`src/rtl/lcd_grey_scaler.sv`:
```
// lcd_grey_scaler: FRC grey scaler, one modulated bit per colour per frame over 16 frames.
// Define LCD_GREY_DITHER_EN to add the 4x4 spatial term (ordered spatio-temporal dither).
module lcd_grey_scaler #(
  parameter int FRAME_BITS = 4,
  parameter int LINE_BITS  = 11
) (
  input  logic                  clk,
  input  logic                  reset,
  input  logic [11:0]           pixin,
  input  logic                  pixvalid,
  output logic                  pix_ready,
  input  logic                  frame_start,
  input  logic                  line_start,
  input  logic                  mono,
  output logic [2:0]            greypixel,
  output logic                  valid,
  input  logic                  stall,
  output logic [FRAME_BITS-1:0] frame_cnt
);
  logic                  valid_q, valid_d;
  logic [2:0]            grey_q, grey_d;
  logic [FRAME_BITS-1:0] frame_q, frame_d, f_eff;
  logic [3:0]            idx, t;
  logic                  accept;

  function automatic logic frc_bit(input logic [3:0] i, input logic [3:0] thr);
    return (i == 4'hF) || (i > thr);
  endfunction

  assign pix_ready = !valid_q || !stall;
  assign accept    = pixvalid && pix_ready;
  assign f_eff     = frame_start ? frame_q + 1'b1 : frame_q;
  assign t         = {idx[0], idx[1], idx[2], idx[3]};

`ifdef LCD_GREY_DITHER_EN
  logic [1:0]           x_q, x_d, x_eff;
  logic [LINE_BITS-1:0] y_q, y_d, y_eff;
  // Same-cycle pulses already apply to the pixel accepted in that cycle.
  always_comb begin
    x_eff = (frame_start || line_start) ? 2'd0 : x_q;
    y_eff = frame_start ? '0 : line_start ? y_q + 1'b1 : y_q;
    x_d   = accept ? x_eff + 2'd1 : x_eff;
    y_d   = y_eff;
    idx   = f_eff[3:0] + {y_eff[1:0], x_eff};
  end
  always_ff @(posedge clk or posedge reset)
    if (reset) begin
      x_q <= '0;
      y_q <= '0;
    end else begin
      x_q <= x_d;
      y_q <= y_d;
    end
`else
  logic unused_line;
  assign unused_line = line_start;
  assign idx         = f_eff[3:0];
`endif

  always_comb begin
    frame_d = f_eff;
    valid_d = accept ? 1'b1 : (stall ? valid_q : 1'b0);
    grey_d  = accept ? {!mono && frc_bit(pixin[11:8], t), !mono && frc_bit(pixin[7:4], t),
                        frc_bit(pixin[3:0], t)} : grey_q;
  end

  always_ff @(posedge clk or posedge reset)
    if (reset) begin
      valid_q <= 1'b0;
      grey_q  <= '0;
      frame_q <= '0;
    end else begin
      valid_q <= valid_d;
      grey_q  <= grey_d;
      frame_q <= frame_d;
    end

  assign valid     = valid_q;
  assign greypixel = grey_q;
  assign frame_cnt = frame_q;
endmodule
```
`config.mk`:
```
export PLATFORM = sky130hd
export DESIGN_NAME = lcd_grey_scaler
export DESIGN_NICKNAME = d
export VERILOG_FILES = /design/src/rtl/lcd_grey_scaler.sv
export SDC_FILE = /design/constraint.sdc
export NUM_CORES = 1
export LEC_CHECK = 0
export CORE_UTILIZATION = 43
export DETAILED_ROUTE_END_ITERATION = 8
export PLACE_DENSITY = 0.89
export SETUP_SLACK_MARGIN = 0.1
export SYNTH_ARGS = -nofsm -noshare
export SYNTH_HDL_FRONTEND = slang
export SYNTH_SLANG_ARGS = --single-unit
```
`constraint.sdc`:
```
create_clock -name clk -period 2.9 [get_ports clk]
set_input_delay 0.87 -clock clk [delete_from_list [all_inputs] [get_ports clk]]
set_output_delay 0.87 -clock clk [all_outputs]
set_load 0.02 [all_outputs]
```
**Yosys cells after proc, flatten, opt, wreduce, memory -nomap -nowiden**

Cells that the tools add are included.
Widths: inputs -> output; s select.

- Input port bits: 19
- Logic and storage cells: 24
- Output and inout bits: 9
- Register bits after elaboration: 8

- Mux-type cells: 3
- Equal/unequal tests: 4
- Order comparisons: 3
- Reduce and logical (&&, ||, !) cells: 10
- Add/sub/neg operators: 1

Operators with widths:

| cell | number |
|---|---|
| $eq 4x4->1 const B | 3 |
| $gt 4x4->1 | 3 |
| $add 4x1->4 const B | 1 |
| $logic_or 1x1->1 | 4 |
| $mux 4 | 1 |
| $logic_and 1x1->1 | 3 |
| $logic_not 1->1 | 3 |
| $mux 1 | 2 |
| $ne 2x1->1 const B | 1 |

**Longest topological paths before layout**

Gate-level depths: netlist of run 1.

- Word-level depth: 5
- Gate-level depth with buffers: 9

**Worst setup path before layout of run 1**

Ideal clock, no wire load.

- Path type: input-to-reg
- From: input frame_start
- To: register grey_q[0] (netlist: greypixel[0])
- Stages: 7
- Setup time: 76 ps
- Path slack: 771 ps
- Data arrival time: 2052 ps
- Data required time: 2824 ps
- Buffers on the path: 0
- Cell sequence: nand4_1 > xnor2_1 > ha_1 > and4_4 > a221oi_1 > a41oi_1 > o21ai_1

- Cells in the longest elaborated chain, start to end: 3

RTL lines:

| item | RTL line | source |
|---|---|---|
| start, declared | 12 | `input logic frame_start,` |
| $mux 4 | 32 | `assign f_eff = frame_start ? frame_q + 1'b1 : frame_q;` |
| net f_eff[3] | 22 | `logic [FRAME_BITS-1:0] frame_q, frame_d, f_eff;` |
| $gt 4x4->1 | 27 | `return (i == 4'hF) \|\| (i > thr);` |
| $logic_or 1x1->1 | 27 |  |
| end signal, assigned | 74 | `grey_q <= grey_d;` |
| end, declared | 21 | `logic [2:0] grey_q, grey_d;` |

The timed path passes the listed nets, and every way through them passes these cells.
A chain may end at the register's enable or synchronous reset.

**Worst setup path in the final report of run 1**

Ends and elaborated chain as after synthesis.

==> flow_metrics.tcl, run 1 <==
set metrics [dict create \
    grt_pass1_wl_mm 2.17 \
    wl_met3_um 69 \
    initialDrtViolationCount 10 \
    synth_largest_area_cell "dfrtp_1" \
    final_area_um2 928 \
    status "completed" \
    min_from "greypixel[0]$_DFFE_PP0P_" \
    rows 13 \
    initial_utilization_pct 47.1 \
    finalSetupViolCount 0 \
    wl_met2_um 747 \
    leakagePower_nw 0.431 \
    critPathCaptureType "flip-flop" \
    fmax_mhz 374 \
    io_buffers 26 \
    cts_max_level 1 \
    cts_made_buffers 3 \
    nets 126 \
    post-route-period-util_pct 92.3 \
    setup.worst_path.start_class "input port" \
    path_class "in2reg" \
    wl_per_cell_um 13.3 \
    top_layer_used "met4" \
    relSlewSlack_pct 80.2 \
    whs_ps 515 \
    antenna_found_initial 0 \
    power_density_nw_per_um2 948 \
    peakVddDrop_uv 485 \
    area_growth_pct 49.6 \
    power.total_w 0.000880 \
    met1_length_um 570 \
    clk_pin_slew_worst_paths_ps 50 \
    dieArea_um2 1600 \
    cts_setup_buffers 0 \
    hold_viol_final 0 \
    vias_per_cell 5.36 \
    path_max_fanout 4 \
    min_path_type "reg2reg" \
    seq_area_frac_synth_pct 32.3 \
    wirelength_mm 1.42 \
    first_pass_iters 4 \
    fp.coreArea_um2 1320 \
    arrival_ps 2810 \
    fin_crit_ps 2680 \
    crit_chain "clkdlybuf4s50_1, xor2_1, inv_1, ha_1, a211oi_1, a221oi_1, a41oi_1, o21ai_1" \
    yosysTopAreaCellShare_pct 32.3 \
    grt_setup_unrepaired "false" \
    antenna_cells 0 \
    final_cell_mix "clkdlybuf4s50_1 (25), ha_1 (13), inv_1 (8), dfrtp_1 (8), nand2_1 (4)" \
    remaining_drc_errors 0 \
    synthTopCellsByArea "dfrtp_1 (32%), ha_1 (26%), inv_1 (4.8%)" \
    cp-startpoint "frame_start" \
    layout_commonest_cell "clkdlybuf4s50_1" \
    rr_startpoint "frame_cnt[0]$_DFF_PP0_" \
    cts_tree "done" \
    slew_violations 0 \
    root_buffer "clkbuf_4" \
    final_antenna_net_count 0 \
    die_w_um 40.0 \
    cts_buffer_depth 2 \
    fillers 99 \
    dp_hpwl_mm 1.27 \
    grt.total_usage_pct 20.8 \
    syn_area_um2 621 \
    gr-total-overflow 0 \
    clkSinkCount 8 \
    skew_ps 3.62 \
    grt_pass1_vias 549 \
    syn_nets 94 \
    gp_congestion 0.808 \
    ys_ff_latch 8 \
    worstMarginPinSlew_ps 297 \
    ios 28 \
    cap_violations 0 \
    yosys_warnings 0 \
    clkLatencyLatePin_ps 250 \
    avgSynthCellArea_um2 10.0 \
    final_util_pct 70.5 \
    drive_above_1_share_pct 6.52 \
    grt_max_degree 9 \
    place_area_um2 907 \
    vias 574 \
    ys_types 20 \
    syn-instance-count 62 \
    slowest_delay_ps 540 \
    die_h_um 40.0 \
    tns_ps 0 \
    cp.required_ps 3030 \
    crit_path_top_delay_cell "clkdlybuf4s50_1" \
]
critical path, delay by kind of cell:
kind / cells / cell delay, ps
AO/OA/AOI/OAI: 4 / 690
buffers and inverters: 2 / 660
adder cells (fa/ha/maj): 1 / 330
XOR/XNOR: 1 / 260
timing repair:
| item | CTS | global route |
|---|---|---|
| resized for setup | 1 | 0 |
| endpoints found under the setup margin | 1 | 0 |
| hold buffers | 0 | 0 |
final cells by class:
cell class,count,area [µm²],share of cell area (%)
multi-input cells,46,390,42.0
repair buffers,27,267,28.7
flip-flops and latches,8,200,21.6
inverters,8,30.0,3.23
clock buffers,3,22.5,2.43
well taps,15,18.8,2.02
report_power, final:
part / total, W / internal [W] / switching (W)
sequential: 0.000199 / 0.000161 / 0.0000381
combinational: 0.000597 / 0.000296 / 0.000300
clock: 0.0000839 / 0.0000473 / 0.0000366
total: 0.000880 / 0.000505 / 0.000375
sequential cells by signal (all words and copies together), names as in the netlist:
register and cells:
frame_cnt 4, greypixel 3, valid 1
cells in the mapped netlist:
cell type / instances
a211oi_1: 3
a21oi_1: 2
a221oi_1: 1
a22o_1: 2
a41oi_1: 1
and4_1: 2
and4_4: 1
dfrtp_1: 8
ha_1: 13
inv_1: 8
mux2_2: 1
nand2_1: 4
nand2b_1: 2
nand3_1: 2
nand4_1: 3
nor2b_1: 2
o211ai_1: 2
o21ai_1: 2
xnor2_1: 2
xor2_1: 1
final timing paths:
kind,cells past startpoint,slack [ps],to
setup / recovery,8,220,greypixel[0]$_DFFE_PP0P_
hold reg to reg,2,510,greypixel[0]$_DFFE_PP0P_
max in group asynchronous,2,1820,greypixel[0]$_DFFE_PP0P_
hold / removal,2,510,greypixel[0]$_DFFE_PP0P_
setup reg to reg,8,830,greypixel[0]$_DFFE_PP0P_
min in group asynchronous,2,850,frame_cnt[1]$_DFF_PP0_
metal layers:
metal / vias to the layer above / GRT usage (%)
met1: 259 / 21.4
met5: - / 0
li1: 292 / -
met4: 0 / 13.8
met3: 4 / 2.22
met2: 19 / 38.7
metrics by stage:
step           setup WS, ps  cells
4_1_cts                 226    107
6_report                224    107
3_5_place_dp          -21.5    104
3_3_place_gp           57.3    104
2_1_floorplan           771     62
5_1_grt                 131    107
cell families after synthesis:
| family | Yosys count | synth area share, % |
|---|---|---|
| flip-flops | 8 | 32.3 |
| adder cells (fa/ha/maj) | 13 | 26.2 |
| AND/OR/NAND/NOR | 16 | 15.7 |
| multiplexers | 1 | 1.81 |
| XOR/XNOR | 3 | 4.23 |
| buffers and inverters | 8 | 4.84 |
| AO/OA/AOI/OAI | 13 | 14.9 |
Note: power is estimated with default switching activity, not from simulation.
==> inputs of run 2 (changes only) <==
CAP_MARGIN = 20   (was default)
==> results of run 2 <==
The final DEF is identical to that of run 1; final timing and power are the same.
==> inputs of run 3 (changes only) <==
--- a/constraint.sdc
+++ b/constraint.sdc
@@ -3,2 +3,2 @@
 set_output_delay 0.87 -clock clk [all_outputs]
-set_load 0.02 [all_outputs]
+set_load 0.05 [all_outputs]
==> flow_metrics.tcl, run 3 (synthesized netlist as in run 1, its figures left out) <==
set metrics [dict create \
    status "completed" \
    crit_chain "clkdlybuf4s50_1, xor2_2, inv_1, ha_1, a211oi_1, a221oi_2, a41oi_1, o21ai_1" \
    root_buffer "clkbuf_4" \
    wl_met2_um 952 \
    stdcell_count 107 \
    cp_num_buf_inv 2 \
    fin_crit_ps 2690 \
    layout_commonest_cell "clkdlybuf4s50_1" \
    initialDrtViolationCount 7 \
    arrival_ps 2810 \
    dp.cells 104 \
    cp.required_ps 3020 \
    rows 13 \
    tns_ps 0 \
    gr-total-overflow 0 \
    cts_buffer_depth 2 \
    vias 621 \
    cts_setup_buffers 0 \
    final_cell_mix "clkdlybuf4s50_1 (25), ha_1 (13), inv_1 (8), dfrtp_1 (8), nand2_1 (4)" \
    drive_above_1_share_pct 10.9 \
    worstMarginPinSlew_ps 494 \
    final_antenna_net_count 0 \
    dp_hpwl_mm 1.44 \
    power_density_nw_per_um2 1090 \
    finalSetupViolCount 0 \
    initial_utilization_pct 47.1 \
    holdBufCountCts 0 \
    path_max_fanout 4 \
    wl_per_cell_um 16.5 \
    largest_reg_flops 4 \
    final_util_pct 72.9 \
    critical-path-top-delay-family "compound AO/OA/AOI/OAI gates" \
    min_path_type "reg2reg" \
    die_h_um 40.0 \
    io_buffers 26 \
    ios 28 \
    remaining_drc_errors 0 \
    grt_pass1_vias 611 \
    antenna_found_initial 0 \
    top_layer_used "met4" \
    cts_max_level 1 \
    fmax_mhz 372 \
    gp_congestion 0.825 \
    crit_path_top_delay_cell "clkdlybuf4s50_1" \
    post-route-period-util_pct 92.8 \
    grt_setup_unrepaired "false" \
    leakagePower_nw 0.445 \
    clkSinkCount 8 \
    fp.coreArea_um2 1320 \
    grt_pass1_wl_mm 2.60 \
    met1_length_um 677 \
    grt.total_usage_pct 24.5 \
    cts_tree "done" \
    first_pass_iters 4 \
    dieArea_um2 1600 \
    slowest_delay_ps 580 \
    wl_met3_um 94 \
    cts_resized 0 \
    regArea_um2 200 \
    skew_ps 3.68 \
    grt_max_degree 9 \
    fillers 90 \
    multi_input_area_um2 412 \
    nets 126 \
    cap_violations 0 \
    setup.worst_path.start_class "input port" \
    peakVddDrop_uv 630 \
    die_w_um 40.0 \
    antenna_cells 0 \
    relSlewSlack_pct 67.0 \
    critPathCaptureType "flip-flop" \
    clk_pin_slew_worst_paths_ps 50 \
    path_class "in2reg" \
    wirelength_mm 1.76 \
    cts_made_buffers 3 \
    hold_viol_final 0 \
    area_growth_pct 54.8 \
    vias_per_cell 5.80 \
    slew_violations 0 \
    clkLatencyLatePin_ps 250 \
]
## run 3: final timing paths
kind,to,startpoint,depth (start not counted),slack [ps]
worst max register to register,greypixel[2]$_DFFE_PP0P_,frame_cnt[0]$_DFF_PP0_,7,790
max in group asynchronous,frame_cnt[1]$_DFF_PP0_,reset,2,1820
worst min register to register,greypixel[1]$_DFFE_PP0P_,greypixel[1]$_DFFE_PP0P_,1,510
worst max-delay path,greypixel[0]$_DFFE_PP0P_,frame_start,8,210
worst min-delay path,greypixel[1]$_DFFE_PP0P_,greypixel[1]$_DFFE_PP0P_,1,510
min in group asynchronous,frame_cnt[0]$_DFF_PP0_,reset,2,860
## run 3: cell type report
class,instances,area share (%)
flip-flops and latches,8,20.8
well taps,15,1.95
multi-input cells,46,42.8
clock buffers,3,2.34
repair buffers,27,28.9
inverters,8,3.12
## run 3: power by group
| group | internal [W] | switching [W] |
|---|---|---|
| sequential | 0.000161 | 0.0000460 |
| clock | 0.0000471 | 0.0000348 |
| combinational | 0.000317 | 0.000443 |
## run 3: through the flow
step / hold WS (ps) / total power (W) / setup slack [ps] / instance area [µm²]
after floorplan: 686 / 0.000676 / 742 / 621
after global placement: 475 / 0.000871 / 99.7 / 917
after detailed placement: 508 / 0.000924 / 9.70 / 917
after CTS: 519 / 0.00101 / 273 / 940
after global routing: 542 / 0.00113 / 99.0 / 961
final: 512 / 0.00105 / 209 / 961
## run 3: per-layer routing
metal / up-vias / global-route usage (%)
li1: 293 / -
met1: 291 / 25.9
met2: 31 / 48.4
met3: 6 / 1.67
met4: 0 / 10.3
met5: - / 0
## run 3: worst reg2reg max path, stage by stage, from the launching register on
cell and delay, ps:
dfrtp_1 430, ha_1 310, mux2_2 280, inv_1 120
ha_1 250, and4_1 190, a211oi_1 280, a22o_1 190
